<file path="config.mk">
export PLATFORM = sky130hd
export DESIGN_NAME = bcd2binary
export DESIGN_NICKNAME = d
export VERILOG_FILES = /design/src/rtl/bcd_pkg.sv /design/src/rtl/bcd_digit_sub3.sv /design/src/rtl/bcd2binary.sv
export SDC_FILE = /design/constraint.sdc
export NUM_CORES = 1
export LEC_CHECK = 0
export ABC_CLOCK_PERIOD_IN_PS = 1960
export CAP_MARGIN = 10
export CORE_UTILIZATION = 35
export CTS_BUF_LIST = sky130_fd_sc_hd__clkbuf_16
export DETAILED_ROUTE_END_ITERATION = 16
export HOLD_SLACK_MARGIN = 0.06
export PLACE_DENSITY = 0.57
export SLEW_MARGIN = 30
export SYNTH_ARGS = -nofsm -noshare
export SYNTH_HDL_FRONTEND = slang
export SYNTH_SLANG_ARGS = --single-unit
export TNS_END_PERCENT = 100
</file>
<file path="constraint.sdc">
create_clock -name clk -period 1.96 [get_ports clk]
set_input_delay 0.392 -clock clk [delete_from_list [all_inputs] [get_ports clk]]
set_output_delay 0.392 -clock clk [all_outputs]
set_load 0.03 [all_outputs]
</file>
<file path="src/rtl/bcd_pkg.sv">
// bcd_pkg: shared state encodings and digit constants for the BCD-to-binary converter.
package bcd_pkg;
    localparam int DIGIT_W = 4;
    localparam logic [DIGIT_W-1:0] THRESH    = 4'd8;
    localparam logic [DIGIT_W-1:0] OFFSET    = 4'd3;
    localparam logic [DIGIT_W-1:0] MAX_DIGIT = 4'd9;
    typedef enum logic [1:0] {
        IDLE  = 2'd0,
        SHIFT = 2'd1,
        DONE  = 2'd2
    } state_e;
endpackage

</file>
<file path="src/rtl/bcd_digit_sub3.sv">
// bcd_digit_sub3: reverse double-dabble digit correction, subtract 3 when the nibble is 8 or more.
module bcd_digit_sub3
    import bcd_pkg::*;
(
    input  logic [DIGIT_W-1:0] in_i,
    output logic [DIGIT_W-1:0] out_o
);
    assign out_o = (in_i >= THRESH) ? in_i - OFFSET : in_i;
endmodule

</file>
<file path="src/rtl/bcd2binary.sv">
// bcd2binary: sequential BCD-to-binary converter, one reverse double-dabble step per clock.
module bcd2binary
    import bcd_pkg::*;
#(
    parameter int DIGITS = 4,
    parameter int BIN_W  = 16
) (
    input  logic                      clk,
    input  logic                      reset,
    input  logic                      start,
    input  logic [DIGIT_W*DIGITS-1:0] bcd_in,
    output logic                      busy,
    output logic                      done,
    output logic                      err,
    output logic [BIN_W-1:0]          binary_out
);
    localparam int BW = DIGIT_W * DIGITS;
    localparam int CW = $clog2(BW + 1);

    state_e           state_q, state_d;
    logic [2*BW-1:0]  sr_q, sr_d, sr_shift, sr_fix;
    logic [CW-1:0]    cnt_q, cnt_d;
    logic             err_q, err_d, bad;
    logic [BIN_W-1:0] bin_q, bin_d;

    // Upper half is the BCD field being drained, lower half collects binary bits.
    assign sr_shift = sr_q >> 1;
    assign sr_fix[BW-1:0] = sr_shift[BW-1:0];

    for (genvar g = 0; g < DIGITS; g++) begin : g_dig
        bcd_digit_sub3 u_sub3 (
            .in_i (sr_shift[BW+DIGIT_W*g +: DIGIT_W]),
            .out_o(sr_fix[BW+DIGIT_W*g +: DIGIT_W])
        );
    end

    always_comb begin
        bad = 1'b0;
        for (int i = 0; i < DIGITS; i++)
            bad = bad | (bcd_in[DIGIT_W*i +: DIGIT_W] > MAX_DIGIT);
    end

    always_comb begin
        state_d = state_q;
        sr_d    = sr_q;
        cnt_d   = cnt_q;
        err_d   = err_q;
        bin_d   = bin_q;
        case (state_q)
            IDLE: if (start) begin
                if (bad) begin
                    err_d   = 1'b1;
                    bin_d   = '0;
                    state_d = DONE;
                end else begin
                    sr_d    = {bcd_in, {BW{1'b0}}};
                    cnt_d   = '0;
                    state_d = SHIFT;
                end
            end
            SHIFT: begin
                sr_d  = sr_fix;
                cnt_d = cnt_q + CW'(1);
                // err and binary_out only move on the edge entering DONE.
                if (cnt_q == CW'(BW - 1)) begin
                    bin_d   = BIN_W'(sr_fix[BW-1:0]);
                    err_d   = 1'b0;
                    state_d = DONE;
                end
            end
            default: state_d = IDLE;
        endcase
    end

    always_ff @(posedge clk) begin
        if (reset) begin
            state_q <= IDLE;
            sr_q    <= '0;
            cnt_q   <= '0;
            err_q   <= 1'b0;
            bin_q   <= '0;
        end else begin
            state_q <= state_d;
            sr_q    <= sr_d;
            cnt_q   <= cnt_d;
            err_q   <= err_d;
            bin_q   <= bin_d;
        end
    end

    assign busy       = state_q != IDLE;
    assign done       = state_q == DONE;
    assign err        = err_q;
    assign binary_out = bin_q;
endmodule

</file>
==> impl_metrics.toml, run 1 <==
[outcome]
status = "finished, final reports clean"

[floorplanning]
die_area_um2 = 7430
die_x_um = 86.2
dieHeight_um = 86.2
rows = 30
coreArea_um2 = 6830
start_util_pct = 36.3
ios = 38

[timing]
timing.slew.headroom_pct = 78.7
fmax_mhz = 579
rsz0062_at_grt = "no"
post-route-min-period_ns = 1.73
finalSetupViolations = 0
worst_pin_slew_ns = 0.319
final-max-slew-violation-count = 0
timing.setup.tns_ns = 0
period_share_pct = 88.1
final-hold-violation-count = 0
finClkSkew_ns = 0.00634

[synth]
synthXorXnorAreaFrac_pct = 2.47
synth_seq_area_share_pct = 44.4
synth_fa_ha_area_share_pct = 4.04
synth_nets = 256
synth_enable_flop_cells = 0
synth-seq-cells = 55
synth_top_cells_by_area = "dfxtp_1, a22o_1, mux2i_1"
synth_cell_types = 44
synth_top_area_share_pct = 44.4
synth-simple-area-share_pct = 12.3
synth-main-ff-cell = "dfxtp_1"
synth_async_sr_flop_share_pct = 0
synthCells = 229
syn_area_per_cell_um2 = 10.8
yosysTopAreaCell = "dfxtp_1"
synth_compound_area_share_pct = 24.7
synth_mux_area_share_pct = 6.10
syn_area_um2 = 2480
synth_top_family_by_area = "compound AO/OA/AOI/OAI gates"
yosys_warnings = 0

[grt]
grt_overflow = 0
grt_usage_pct = 14.8
grt_antenna_before_repair = 0
grt_pass1_vias = 1706
grt_pass1_wl_um = 8560
grt_start_max_net_pins = 35

[power]
leakage_nw = 1.29
power_frac_clock_pct = 37.5
pwr_density_cell_nw_per_um2 = 738
power_frac_comb_pct = 12.8
seq_power_share_pct = 49.7
max-vdd-ir-drop_v = 0.000322
internal-power_mw = 1.78
swShare_pct = 24.4
switchingPower_mw = 0.574

[route]
drtPass1Iterations = 4
routed_wl_um = 5080
vias_per_cell = 4.83
post-route-drc-count = 0
drt_iter0_drc = 80
ant_nets = 0
num_vias = 1798
wl_per_cell_um = 13.6

[layout]
finish.utilization_pct = 46.6
layout_commonest_cell = "dfxtp_1"
final_cell_mix = "dfxtp_1, clkdlybuf4s50_1, a22o_1, mux2i_1"
layout-drive-gt1-share_pct = 14.5
layout.nets = 302
finalInstanceArea_um2 = 3190
n_antenna_cell = 0
fillers = 670
area_delta_synth_final_pct = 28.5

[setup_path]
max_stage_delay_ns = 0.44
crit_buf_inv = 2
crit_required_ns = 2.20
cp_top_family = "compound AO/OA/AOI/OAI gates"
startpoint = "bcd_in[13]"
worst_setup_path_start_kind = "input pin"
reg2reg_from = "cnt_q[0]$_SDFFE_PP0P_"
crit_type = "input pin to flop"
cp_slowest_cell = "clkdlybuf4s50_1"
cp-end-kind = "flop"
crit_chain = "clkdlybuf4s50_1, o21ai_1, nand4_2, a221oi_4, buf_12, a22o_1"
crit_fanout = 16
arrival_ns = 1.97

[clock_network]
insertion_delay_ns = 0.29
clk_pin_slew_worst_paths_ns = 0.07
htreeDepth = 2
numClockSinks = 55
cts_root_buf = "clkbuf_16"
ctsHoldBuffers = 0
cts_tree = "done"
clockBufferDepth = 2
numCtsBuffers = 5

[min_path]
min_path_type = "flop to flop"
worstHoldStart = "binary_out[8]$_SDFFE_PP0P_"

[placed_design]
hpwl_um = 3460
post_dp_cell_area_um2 = 3030
place.gp.congestion = 0.694
portBuffers = 37

[run]
cap_violations = 0
==> path summary, 6_finish.rpt <==
path | slack [ns] | depth (start not counted) | end
min | 0.48 | 1 | binary_out[8]$_SDFFE_PP0P_
max | 0.23 | 6 | binary_out[5]$_SDFFE_PP0P_
min reg2reg | 0.48 | 1 | binary_out[8]$_SDFFE_PP0P_
max reg2reg | 0.27 | 5 | binary_out[5]$_SDFFE_PP0P_
==> cell type report <==
type | instances | area [um2] | area share, %
Clock inverter | 3 | 25.0 | 0.785
Inverter | 8 | 30.0 | 0.942
Tap cell | 96 | 120 | 3.77
Timing Repair Buffer | 54 | 553 | 17.4
Clock buffer | 5 | 125 | 3.93
Sequential cell | 55 | 1100 | 34.6
Multi-Input combinational cell | 151 | 1230 | 38.6
==> sequential cells by signal (all words and copies together) (netlist names) <==
signal	flops
state_q	2
err	1
cnt_q	5
binary_out	16
sr_q	31
==> layer usage <==
metal / global-route usage, % / part of all wire (%) / wire length, um
met5: 0 / 0 / 0
met4: 5.91 / 1.9 / 94
met3: 2.38 / 3.2 / 160
met2: 20.3 / 42 / 2110
met1: 22.7 / 53 / 2710
==> synthesized netlist by cell type, drive strengths merged, types with 7 or more instances <==
library cell	n
mux2i	14
ha	8
a211o	9
inv	8
buf	11
xnor2	7
dfxtp	55
nor2	12
nand2	8
nand2b	13
a22o	33
==> metrics by stage <==
stage	instances	hold WS (ns)	worst slack (ns)	power, mW
global route	372	0.487	0.127	2.46
global placement	364	0.460	-0.0295	1.50
CTS	372	0.479	0.0109	2.39
detailed placement	364	0.457	-0.0542	1.50
finish	372	0.475	0.234	2.35
floorplan	229	0.442	0.313	1.37
==> power groups by stage <==
stage	combinational, mW	clock [mW]	sequential, mW
after floorplan	0.182	0	1.19
after global routing	0.330	0.957	1.17
after CTS	0.304	0.918	1.17
after global placement	0.301	0	1.19
after detailed placement	0.302	0	1.19
final	0.301	0.883	1.17
==> logic make-up after synthesis <==
kind of cell / Yosys count
and+or+nand+nor: 51
AOI/OAI and AO/OA: 70
muxes: 15
buffers and inverters: 23
adders and majority gates: 8
DFF: 55
xor gates and xnor gates: 7
==> repair_timing <==
| action | 4_1_cts | 5_1_grt |
|---|---|---|
| buffers inserted | 0 | 0 |
| gates resized for setup | 1 | 3 |
| setup endpoints to repair | 1 | 18 |
(Power assumes the default switching activity.)
==> run 2: changes to the inputs <==
CTS_CLUSTER_SIZE = 28   (was default)
==> results of run 2 <==
The final DEF is identical to that of run 1; final timing and power are the same.
==> run 3: changes to the inputs <==
CORE_UTILIZATION = 53   (was 35)
PLACE_DENSITY = 0.8   (was 0.57)
==> run 3 against run 2 <==
  * Critical endpoint is now binary_out[13]$_SDFFE_PP0P_
  * Critical path type is now flop to flop
  * Total power increased by 1.2%
  * Largest cell class unchanged
  * Worst hold slack got worse by 0.0014 ns
  * Cell count decreased by 13%
  * Fmax decreased by 1.2%
  * Critical path depth decreased by 1
  * Wire length increased by 0.77%
  * Non-clock buffer count decreased by 4
==> impl_metrics.toml, run 3 (synthesis results as in run 1) <==
[outcome]
status = "finished, final reports clean"

[setup_path]
arrival_ns = 1.93
crit_required_ns = 2.15
crit_fanout = 16
cp-end-kind = "flop"
crit_type = "flop to flop"
worst_setup_path_start_kind = "flop"

[clock_network]
htreeDepth = 2
postCtsSetupRepairBufs = 0
insertion_delay_ns = 0.29
numClockSinks = 55
cts_tree = "done"
numCtsBuffers = 5
clk_pin_slew_worst_paths_ns = 0.07
clockBufferDepth = 2
ctsHoldBuffers = 0
cts_root_buf = "clkbuf_16"

[power]
power_frac_clock_pct = 38.7
max-vdd-ir-drop_v = 0.000457
leakage_nw = 1.26
swShare_pct = 25.4
pwr_density_cell_nw_per_um2 = 771
internal-power_mw = 1.78
seq_power_share_pct = 49.1
switchingPower_mw = 0.603
power_frac_comb_pct = 12.2

[route]
routed_wl_um = 5120
vias_per_cell = 5.82
drtPass1Iterations = 4
post-route-drc-count = 0
dr_wl_met2_um = 2410
drt_iter0_drc = 109
wl_per_cell_um = 15.8
routed.top_layer = "met4"
route.met3.wl_um = 151
num_vias = 1885
ant_nets = 0
m1WireLength_um = 2500

[timing]
timing.slew.headroom_pct = 77.2
final-hold-violation-count = 0
post-route-min-period_ns = 1.75
finClkSkew_ns = 0.00499
fmax_mhz = 572
fin_ws_ns = 0.213
worst_pin_slew_ns = 0.341
finalSetupViolations = 0
rsz0062_at_grt = "no"
timing.setup.tns_ns = 0
final-max-slew-violation-count = 0
period_share_pct = 89.1

[grt]
grt_start_max_net_pins = 33
grt_pass1_wl_um = 8650
grt_pass1_vias = 1806
grt_usage_pct = 22.0
grt_antenna_before_repair = 0
grt_overflow = 0

[placed_design]
hpwl_um = 3450
place_ws_ns = -0.0575
dp.cells = 316
place.gp.congestion = 0.809
portBuffers = 37
post_dp_cell_area_um2 = 2930

[layout]
multi_input_area_um2 = 1230
largest_register = "sr_q"
fillers = 326
largest_reg_flops = 31
layout-drive-gt1-share_pct = 12.9
area_delta_synth_final_pct = 24.5
finalInstanceArea_um2 = 3090
layout_commonest_cell = "dfxtp_1"
ff_latch_area_um2 = 1100
layout.nets = 298
final_cell_mix = "dfxtp_1, clkdlybuf4s50_1, a22o_1, mux2i_1, nand2b_1"
fin_cells = 324
n_antenna_cell = 0

[run]
cap_violations = 0

[floorplanning]
dieHeight_um = 70.4
rows = 24
die_area_um2 = 4960
ios = 38
die_x_um = 70.4
coreArea_um2 = 4410
start_util_pct = 56.2

[min_path]
min_path_type = "flop to flop"
## run 3: per-stage QoR
step	util (%)	power, mW	hold slack (ns)
2_1_floorplan	-	1.37	0.442
3_3_place_gp	66.4	1.48	0.455
3_5_place_dp	66.4	1.48	0.458
4_1_cts	69.8	2.39	0.479
5_1_grt	69.9	2.46	0.495
6_report	69.9	2.38	0.474
## run 3: area by class of cell
cell class | instances | area share [%]
clock buffer | 5 | 4.05
clock inverter | 3 | 0.892
inverter | 8 | 0.973
multi-input combinational | 151 | 39.9
sequential | 55 | 35.7
tap | 52 | 2.11
timing repair buffer | 50 | 16.4
## run 3: metal layers
layer / global-route usage (%) / up-vias
met5: 0 / -
met4: 8.00 / 0
met3: 4.33 / 5
met2: 35.1 / 38
met1: 29.4 / 920
li1: - / 922
## run 3: final timing paths
path	cells after the start	from	slack (ns)	end
worst min register to register	1	binary_out[3]$_SDFFE_PP0P_	0.47	binary_out[3]$_SDFFE_PP0P_
worst min-delay path	1	binary_out[3]$_SDFFE_PP0P_	0.47	binary_out[3]$_SDFFE_PP0P_
worst max register to register	5	cnt_q[0]$_SDFFE_PP0P_	0.21	binary_out[13]$_SDFFE_PP0P_
worst max-delay path	5	cnt_q[0]$_SDFFE_PP0P_	0.21	binary_out[13]$_SDFFE_PP0P_
## run 3: repair_timing
| action | in CTS | in global routing |
|---|---|---|
| resized for setup | 1 | 2 |
| pin swaps | 0 | 0 |
| endpoints found under the setup margin | 1 | 17 |
## run 3: power by group through the flow
stage                     registers, mW  clock network (mW)  logic, mW
after floorplan                    1.19                   0      0.182
after global placement             1.19                   0      0.285
after detailed placement           1.19                   0      0.289
after CTS                          1.17               0.930      0.291
after global routing               1.17               0.970      0.314
final                              1.17               0.921      0.290
## run 3: worst max-delay path: stages, from the launching register on
cell     delay [ns]
dfxtp_1        0.35
ha_1           0.24
and3_1         0.19
ha_1           0.26
and2_2         0.32
a22o_1         0.28
